`src/rtl/pcie_trn_tx_arbiter.sv`:
```
// Round-robin arbiter sharing the Virtex-6 PCIe TRN transmit port between
// N_REQ TLP sources. Grants are held for a whole TLP. New TLPs start only
// with link up and enough transmit buffers. A stalled owner is discontinued.
module pcie_trn_tx_arbiter #(
    parameter int unsigned N_REQ       = 3,
    parameter int unsigned TBUF_MIN    = 2,
    parameter int unsigned STALL_LIMIT = 255
) (
    input  logic                  trn_clk,
    input  logic                  trn_reset_n,
    input  logic                  trn_lnk_up_n,
    input  logic [5:0]            trn_tbuf_av,
    input  logic [N_REQ-1:0]      req_tsof_n,
    input  logic [N_REQ-1:0]      req_teof_n,
    input  logic [64*N_REQ-1:0]   req_td,
    input  logic [N_REQ-1:0]      req_trem_n,
    input  logic [N_REQ-1:0]      req_tsrc_rdy_n,
    output logic [N_REQ-1:0]      req_tdst_rdy_n,
    output logic [N_REQ-1:0]      req_tdsc,
    output logic                  trn_tsof_n,
    output logic                  trn_teof_n,
    output logic [63:0]           trn_td,
    output logic                  trn_trem_n,
    output logic                  trn_tsrc_rdy_n,
    input  logic                  trn_tdst_rdy_n,
    output logic                  trn_tsrc_dsc_n,
    output logic [N_REQ-1:0]      grant,
    output logic                  proto_err
);

    localparam int unsigned IDX_W  = (N_REQ > 1) ? $clog2(N_REQ) : 1;
    localparam int unsigned DATA_W = 64;
    localparam int unsigned CNT_W  = 8;
    localparam int unsigned TBUF_W = 6;

    localparam logic [1:0] S_IDLE = 2'd0;
    localparam logic [1:0] S_XFER = 2'd1;
    localparam logic [1:0] S_DSC  = 2'd2;

    logic [1:0]       state, state_nxt;
    logic [N_REQ-1:0] grant_nxt;
    logic [IDX_W-1:0] last_grant, last_grant_nxt;
    logic [CNT_W-1:0] stall_cnt, stall_cnt_nxt;
    logic             proto_err_nxt;
    logic             first_beat, first_beat_nxt;

    logic [N_REQ-1:0]  cand;
    logic [N_REQ-1:0]  non_sof;
    logic              found;
    logic [IDX_W-1:0]  win;
    logic              own_sof_n, own_eof_n, own_rem_n, own_rdy_n;
    logic [DATA_W-1:0] own_td;
    logic              beat;

    assign cand    = ~req_tsrc_rdy_n & ~req_tsof_n;
    assign non_sof = ~req_tsrc_rdy_n &  req_tsof_n;
    assign beat    = ~own_rdy_n & ~trn_tdst_rdy_n;

    // Select the current owner's TRN signals (owner index is last_grant).
    always_comb begin
        own_sof_n = 1'b1;
        own_eof_n = 1'b1;
        own_rem_n = 1'b1;
        own_rdy_n = 1'b1;
        own_td    = '0;
        for (int unsigned i = 0; i < N_REQ; i++) begin
            if (last_grant == IDX_W'(i)) begin
                own_sof_n = req_tsof_n[i];
                own_eof_n = req_teof_n[i];
                own_rem_n = req_trem_n[i];
                own_rdy_n = req_tsrc_rdy_n[i];
                own_td    = req_td[DATA_W*i +: DATA_W];
            end
        end
    end

    // Round-robin search starting just after the previous winner.
    always_comb begin
        found = 1'b0;
        win   = '0;
        for (int unsigned k = 1; k <= N_REQ; k++) begin
            int unsigned idx;
            idx = (32'(last_grant) + k) % N_REQ;
            if (!found && cand[idx]) begin
                found = 1'b1;
                win   = IDX_W'(idx);
            end
        end
    end

    // State register and arbitration bookkeeping.
    always_ff @(posedge trn_clk or negedge trn_reset_n) begin
        if (!trn_reset_n) begin
            state      <= S_IDLE;
            grant      <= '0;
            last_grant <= IDX_W'(N_REQ - 1);
            stall_cnt  <= '0;
            proto_err  <= 1'b0;
            first_beat <= 1'b0;
        end else begin
            state      <= state_nxt;
            grant      <= grant_nxt;
            last_grant <= last_grant_nxt;
            stall_cnt  <= stall_cnt_nxt;
            proto_err  <= proto_err_nxt;
            first_beat <= first_beat_nxt;
        end
    end

    // Next-state logic: TLP start, end, link loss and stall discontinue.
    always_comb begin
        state_nxt      = state;
        grant_nxt      = grant;
        last_grant_nxt = last_grant;
        stall_cnt_nxt  = stall_cnt;
        proto_err_nxt  = proto_err;
        first_beat_nxt = first_beat;
        case (state)
            S_IDLE: begin
                if (|non_sof) begin
                    proto_err_nxt = 1'b1;
                end
                if (!trn_lnk_up_n && (trn_tbuf_av >= TBUF_W'(TBUF_MIN)) && found) begin
                    for (int unsigned i = 0; i < N_REQ; i++) begin
                        grant_nxt[i] = (win == IDX_W'(i));
                    end
                    last_grant_nxt = win;
                    stall_cnt_nxt  = '0;
                    first_beat_nxt = 1'b1;
                    state_nxt      = S_XFER;
                end
            end
            S_XFER: begin
                if (trn_lnk_up_n) begin
                    state_nxt     = S_IDLE;
                    grant_nxt     = '0;
                    stall_cnt_nxt = '0;
                end else if (!own_rdy_n) begin
                    stall_cnt_nxt = '0;
                    if (beat) begin
                        first_beat_nxt = 1'b0;
                        if (!first_beat && !own_sof_n) begin
                            proto_err_nxt = 1'b1;
                        end
                        if (!own_eof_n) begin
                            state_nxt = S_IDLE;
                            grant_nxt = '0;
                        end
                    end
                end else if (stall_cnt == CNT_W'(STALL_LIMIT - 1)) begin
                    stall_cnt_nxt = '0;
                    state_nxt     = S_DSC;
                end else begin
                    stall_cnt_nxt = stall_cnt + CNT_W'(1);
                end
            end
            S_DSC: begin
                proto_err_nxt = 1'b1;
                grant_nxt     = '0;
                state_nxt     = S_IDLE;
            end
            default: begin
                grant_nxt = '0;
                state_nxt = S_IDLE;
            end
        endcase
    end

    // Data path: owner's signals muxed straight through to the core.
    always_comb begin
        trn_tsof_n     = 1'b1;
        trn_teof_n     = 1'b1;
        trn_td         = '0;
        trn_trem_n     = 1'b1;
        trn_tsrc_rdy_n = 1'b1;
        trn_tsrc_dsc_n = 1'b1;
        req_tdst_rdy_n = '1;
        req_tdsc       = '0;
        if (state == S_XFER) begin
            trn_tsof_n     = own_sof_n;
            trn_teof_n     = own_eof_n;
            trn_td         = own_td;
            trn_trem_n     = own_rem_n;
            trn_tsrc_rdy_n = own_rdy_n;
        end
        if (state == S_DSC) begin
            trn_tsrc_dsc_n = 1'b0;
        end
        for (int unsigned i = 0; i < N_REQ; i++) begin
            if (last_grant == IDX_W'(i)) begin
                if (state == S_XFER) begin
                    req_tdst_rdy_n[i] = trn_tdst_rdy_n;
                end
                if (state == S_DSC) begin
                    req_tdsc[i] = 1'b1;
                end
            end
        end
    end

endmodule

```
`config.mk`:
```
export PLATFORM = sky130hd
export DESIGN_NAME = pcie_trn_tx_arbiter
export DESIGN_NICKNAME = d
export VERILOG_FILES = /design/src/rtl/pcie_trn_tx_arbiter.sv
export SDC_FILE = /design/constraint.sdc
export NUM_CORES = 1
export LEC_CHECK = 0
export CAP_MARGIN = 10
export CORE_AREA = 3 3 113 115
export DETAILED_ROUTE_END_ITERATION = 10
export DIE_AREA = 0 0 116 118
export PLACE_DENSITY = 0.68
export SLEW_MARGIN = 10
export SYNTH_ARGS = -nofsm -noshare
export SYNTH_HDL_FRONTEND = slang
export SYNTH_SLANG_ARGS = --single-unit
```
`constraint.sdc`:
```
create_clock -name trn_clk -period 3.6 [get_ports trn_clk]
set_clock_uncertainty 0.15 [all_clocks]
set_input_delay 0.72 -clock trn_clk [delete_from_list [all_inputs] [get_ports trn_clk]]
set_output_delay 0.72 -clock trn_clk [all_outputs]
set_load 0.05 [all_outputs]
```
== Yosys cells after proc, flatten, opt, wreduce, memory -nomap -nowiden ==
Cells that the tools add are included.

* Logic and storage cells: 135
* Input bits: 214
* Output and inout bits: 79
* Register bits: 17

* $add $sub $neg: 4
* Mux-type cells: 70
* Order comparisons: 4
* Eq/ne operators: 19
* Div/mod/pow operators: 3
* Reduce and logical (&&, ||, !) cells: 22
* Bitwise operators: 7

{| class="wikitable"
|+ Operators with widths
! kind !! count
|-
| $mux 64 || 4
|-
| $lt 32x3->1 const B || 3
|-
| $mod 32x2->32 const B || 3
|-
| $mux 1 || 40
|-
| $mux 8 || 4
|-
| $mux 2 || 9
|-
| $pmux 8 s2 || 1
|-
| $mux 3 || 5
|-
| $ne 2x2->1 const B || 6
|-
| $ne 4x4->1 const B || 3
|-
| $ne 3x3->1 const B || 3
|-
| $add 8x1->8 const B || 1
|-
| $eq 8x8->1 const B || 1
|-
| $reduce_and 4->1 || 2
|-
| $add 2x2->3 const B || 2
|-
| $and 3x3->3 || 2
|-
| $bmux 1 s2 || 3
|-
| $eq 2x1->1 const B || 3
|-
| $eq 2x2->1 const B || 3
|-
| $ge 6x2->1 const B || 1
|-
| $logic_not 2->1 || 3
|-
| $not 3->3 || 2
|-
| $pmux 3 s2 || 1
|-
| $reduce_and 6->1 || 1
|-
| other kinds (13) || 23
|}

== Depth between registers and ports, before layout ==
Gate-level depths: netlist of run 1.

* Word-level depth: 14
* Gate-level depth with buffers: 9
* Mapped depth without buffers: 7

== Least setup slack after synthesis of run 1 ==
Ideal clock, no wire load.

* Path type: reg2out
* Start: register last_grant[0]
* End: output port trn_teof_n
* Data required time: 2.730 ns
* Arrival time: 2.363 ns
* Setup slack: 0.367 ns
* Path buffers: 3
* Stages on the path, launching flop included: 7
* Path through: dfrtp_1 -> inv_1 -> ha_1 -> buf_6 -> buf_2 -> clkbuf_1 -> o31ai_1

* Word-level cells in the longest chain between the ends: 5
* Elaborated cells on any way between the ends: 7
* Classes of those cells: 2 x eq/ne; 4 x mux; 1 x reduce/logical

{| class="wikitable"
|+ Ends and longest elaborated chain
! item !! RTL line !! RTL
|-
| start, declared || 42 || <nowiki>logic [IDX_W-1:0] last_grant, last_grant_nxt;</nowiki>
|-
| start signal, assigned || 96 || <nowiki>last_grant <= IDX_W'(N_REQ - 1);</nowiki>
|-
| start signal, assigned || 103 || <nowiki>last_grant <= last_grant_nxt;</nowiki>
|-
| $logic_not 2->1 || 67 || <nowiki>if (last_grant == IDX_W'(i)) begin</nowiki>
|-
| $mux 1 (2 in a row) || 67 ||
|-
| $mux 1 (*) || 67 ||
|-
| $mux 1 (*) || 179 || <nowiki>if (state == S_XFER) begin</nowiki>
|-
| end, declared || 21 || <nowiki>output logic trn_teof_n,</nowiki>
|}

Every way passes the cells marked *; elsewhere a longest branch is shown, timed or not.

== Final worst setup path of run 1 ==
* Start: register last_grant[1]
* End: output port trn_td[10]

* Word-level cells in the longest chain between the ends: 5
* Elaborated cells on any way between the ends: 7
* Classes of those cells: 2 x eq/ne; 4 x mux; 1 x reduce/logical

{| class="wikitable"
|+ Ends and longest elaborated chain
! item !! RTL line !! RTL
|-
| $logic_not 2->1 || 67 ||
|-
| $mux 64 (2 in a row) || 67 ||
|-
| $mux 64 (*) || 67 ||
|-
| $mux 64 (*) || 179 ||
|-
| end, declared || 22 || <nowiki>output logic [63:0] trn_td,</nowiki>
|}

Marks and branches as above.

==> results.py, run 1 <==
metrics = {
    "grt": {
        "grt_max_degree": 81,
        "overflow": 0,
        "grt_pass1_wl_um": 24300,
        "first_global_vias": 4573,
        "grt_usage_pct": 21.6,
        "antenna_found_initial": 0,
    },
    "synth": {
        "synth_ff_type": "dfrtp_1",
        "synth_top_family_by_area": "simple AND/OR/NAND/NOR gates",
        "yosysUniqueCellTypes": 52,
        "synthAdderAreaFrac_pct": 2.76,
        "syn-cell-area_um2": 3170,
        "synth_edf_count": 0,
        "synth_compound_area_share_pct": 32.4,
        "syn-num-nets": 751,
        "ys_ff_latch": 17,
        "synth-simple-area-share_pct": 42.7,
        "postSynthAreaPerCell_um2": 5.98,
        "synth-xor-area-share_pct": 0.553,
        "async_flop_share_pct": 100,
        "syn_inst": 530,
        "seq_area_frac_synth_pct": 13.5,
        "yosys_warnings": 0,
        "synth.area.mux_share_pct": 0,
    },
    "critical_path": {
        "critical_path_class": "flop to primary output",
        "worst_setup_path_start_kind": "flop",
        "cpPeakStageDelay_ps": 570,
        "critPathMaxFanout": 54,
        "cp-end-kind": "primary output",
        "crit_path_top_delay_cell": "dfstp_2",
        "cpMostUsedCell": "a21oi_1",
        "required_ps": 2730,
        "critPathArrivalTime_ps": 2360,
        "path_cells": "inv_1 > ha_4 > buf_12 > nand3b_1 > a21oi_1 > a21oi_1 > nor2_1 > buf_4",
    },
    "sta": {
        "layout_setup_ws_ps": 369,
        "drv_slew": 0,
        "min_period_ps": 3230,
        "whs_ps": 310,
        "hold_viol_final": 0,
        "setup_viol": 0,
        "slew-limit-headroom_pct": 47.0,
        "period_share_pct": 89.8,
        "fin_tns_setup_ps": 0,
        "clock.fmax_ghz": 0.309,
        "worst_pin_slew_ps": 793,
        "rsz0062_at_grt": "false",
    },
    "drt": {
        "wire_per_inst_um": 17.4,
        "drt-total-wl_um": 16200,
        "ant_nets": 0,
        "first_pass_iters": 5,
        "remaining_drc_errors": 0,
        "routed_via_density": 5.29,
        "drt_iter0_drc": 374,
        "vias": 4905,
    },
    "finish": {
        "layout_common_cells": "clkdlybuf4s50_1 (222), a21oi_1 (135), nor2_1 (77)",
        "n_fill_cell": 1143,
        "nets": 1003,
        "design_area_um2": 6550,
        "mostFrequentLayoutCell": "clkdlybuf4s50_1",
        "drive_gt1_share_pct": 11.9,
        "n_antenna_cell": 0,
        "area_growth_pct": 107,
        "final_core_util_pct": 55.0,
        "instances_no_fill": 928,
    },
    "clocking": {
        "cts.sinks": 17,
        "post-cts-setup-buffers": 0,
        "clockBufferDepth": 2,
        "cts-root-buf": "clkbuf_16",
        "cts_max_level": 1,
        "cts_resized": 0,
        "clock_latency_ps": 250,
        "cts_tree": "done",
        "cts_hold_buf": 0,
        "path_clk_slew_ps": 50,
        "cts_made_buffers": 3,
    },
    "place": {
        "finalWeightedCongestion": 0.937,
        "port_buffers": 291,
        "place_hpwl_um": 12600,
        "post-place-ws_ps": 461,
        "dpl_cell_area_um2": 6470,
        "placed_cells": 924,
    },
    "power_and_ir_drop": {
        "power.leakage_nw": 2.43,
        "p_total_mw": 4.81,
        "ir_worst_vdd_mv": 0.337,
        "powerDensity_nw_per_um2": 735,
    },
    "floorplan": {
        "die_h_um": 118,
        "chipWidth_um": 116,
        "core_area_um2": 11900,
        "ioPinCount": 293,
        "rows": 40,
        "dieArea_um2": 13700,
        "start_util_pct": 26.6,
    },
    "worst_hold_path": {
        "hp-class": "flop to flop",
    },
    "outcome": {
        "outcome": "finished, final reports clean",
    },
    "flow_run": {
        "cap_violations": 0,
    },
}
-- worst max-delay path, delay by kind of cell (launching register included) --
kind / cells / cell delay, ps
and+or+nand+nor: 2 / 360
adders and majority gates: 1 / 350
AOI/OAI and AO/OA: 2 / 230
buffers and inverters: 3 / 580
DFF: 1 / 570
-- final cells by class --
class	count	area, µm²	area share [%]
Multi-Input combinational cell	450	2510	38.4
Tap cell	147	184	2.81
Inverter	9	33.8	0.516
Sequential cell	17	427	6.51
Timing Repair Buffer	301	3320	50.6
Clock buffer	4	78.8	1.20
-- cell usage after synthesis (3+ instances only) --
cell type	count	area share [%]
nor2_1	77	9.1
o2bb2ai_1	4	1.1
a211o_1	4	1.1
buf_2	8	1.3
ha_1	7	2.8
o32ai_1	3	0.83
a21oi_1	135	21
nand2b_1	7	1.4
dfrtp_1	16	13
a21o_1	3	0.71
nand2_1	76	9.0
nor3_1	6	0.95
buf_1	11	1.3
nand3_1	8	1.3
nor3b_1	5	1.2
o31ai_1	3	0.71
inv_1	9	1.1
o21ai_0	5	0.79
clkbuf_1	33	3.9
nand3b_1	64	15
nor2b_1	5	0.99
-- cells by family after synthesis --
group / count (synthesis)
DFF: 17
xor gates and xnor gates: 2
buffers and inverters: 63
AOI/OAI and AO/OA: 179
adders and majority gates: 7
and+or+nand+nor: 262
-- flip-flops by register name, summed over array words and instances, names as in the netlist --
signal and count:
grant 3, state 2, first_beat 1, last_grant 2, proto_err 1, stall_cnt 8
-- report_power, final --
part	internal, mW	total, mW	switching, mW
sequential	0.240	0.296	0.0558
clock	0.150	0.223	0.0729
combinational	1.68	4.30	2.62
total	2.07	4.81	2.75
-- layer usage --
layer	share of wire (%)	vias to the layer above	track usage, %
met5	0	-	0
met4	2.4	0	4.71
met3	9.4	30	4.47
met2	50	240	39.2
met1	38	2277	25.6
li1	-	2358	-
-- path summary, 6_finish.rpt --
path,from,to,slack [ps],depth (start not counted)
min in group asynchronous,trn_reset_n,stall_cnt[7]$_DFFE_PN0P_,790,1
min reg2reg,proto_err$_DFFE_PN0P_,proto_err$_DFFE_PN0P_,310,1
max reg2reg,last_grant[1]$_DFFE_PN1P_,stall_cnt[5]$_DFFE_PN0P_,810,8
max,last_grant[1]$_DFFE_PN1P_,trn_td[10],370,8
max in group asynchronous,trn_reset_n,state[1]$_DFFE_PN0P_,2020,1
min,proto_err$_DFFE_PN0P_,proto_err$_DFFE_PN0P_,310,1
Power figures use the tool's default switching activity.
==> inputs of run 2 (changes only) <==
Settings changed: SLEW_MARGIN 10 to 30.
==> results of run 2 <==
Same layout as run 1: the final DEF is identical, and so are final timing and power.
==> inputs of run 3 (changes only) <==
Settings changed: CTS_CLUSTER_DIAMETER from default to 200.
==> results of run 3 <==
Same layout as run 1: the final DEF is identical, and so are final timing and power.
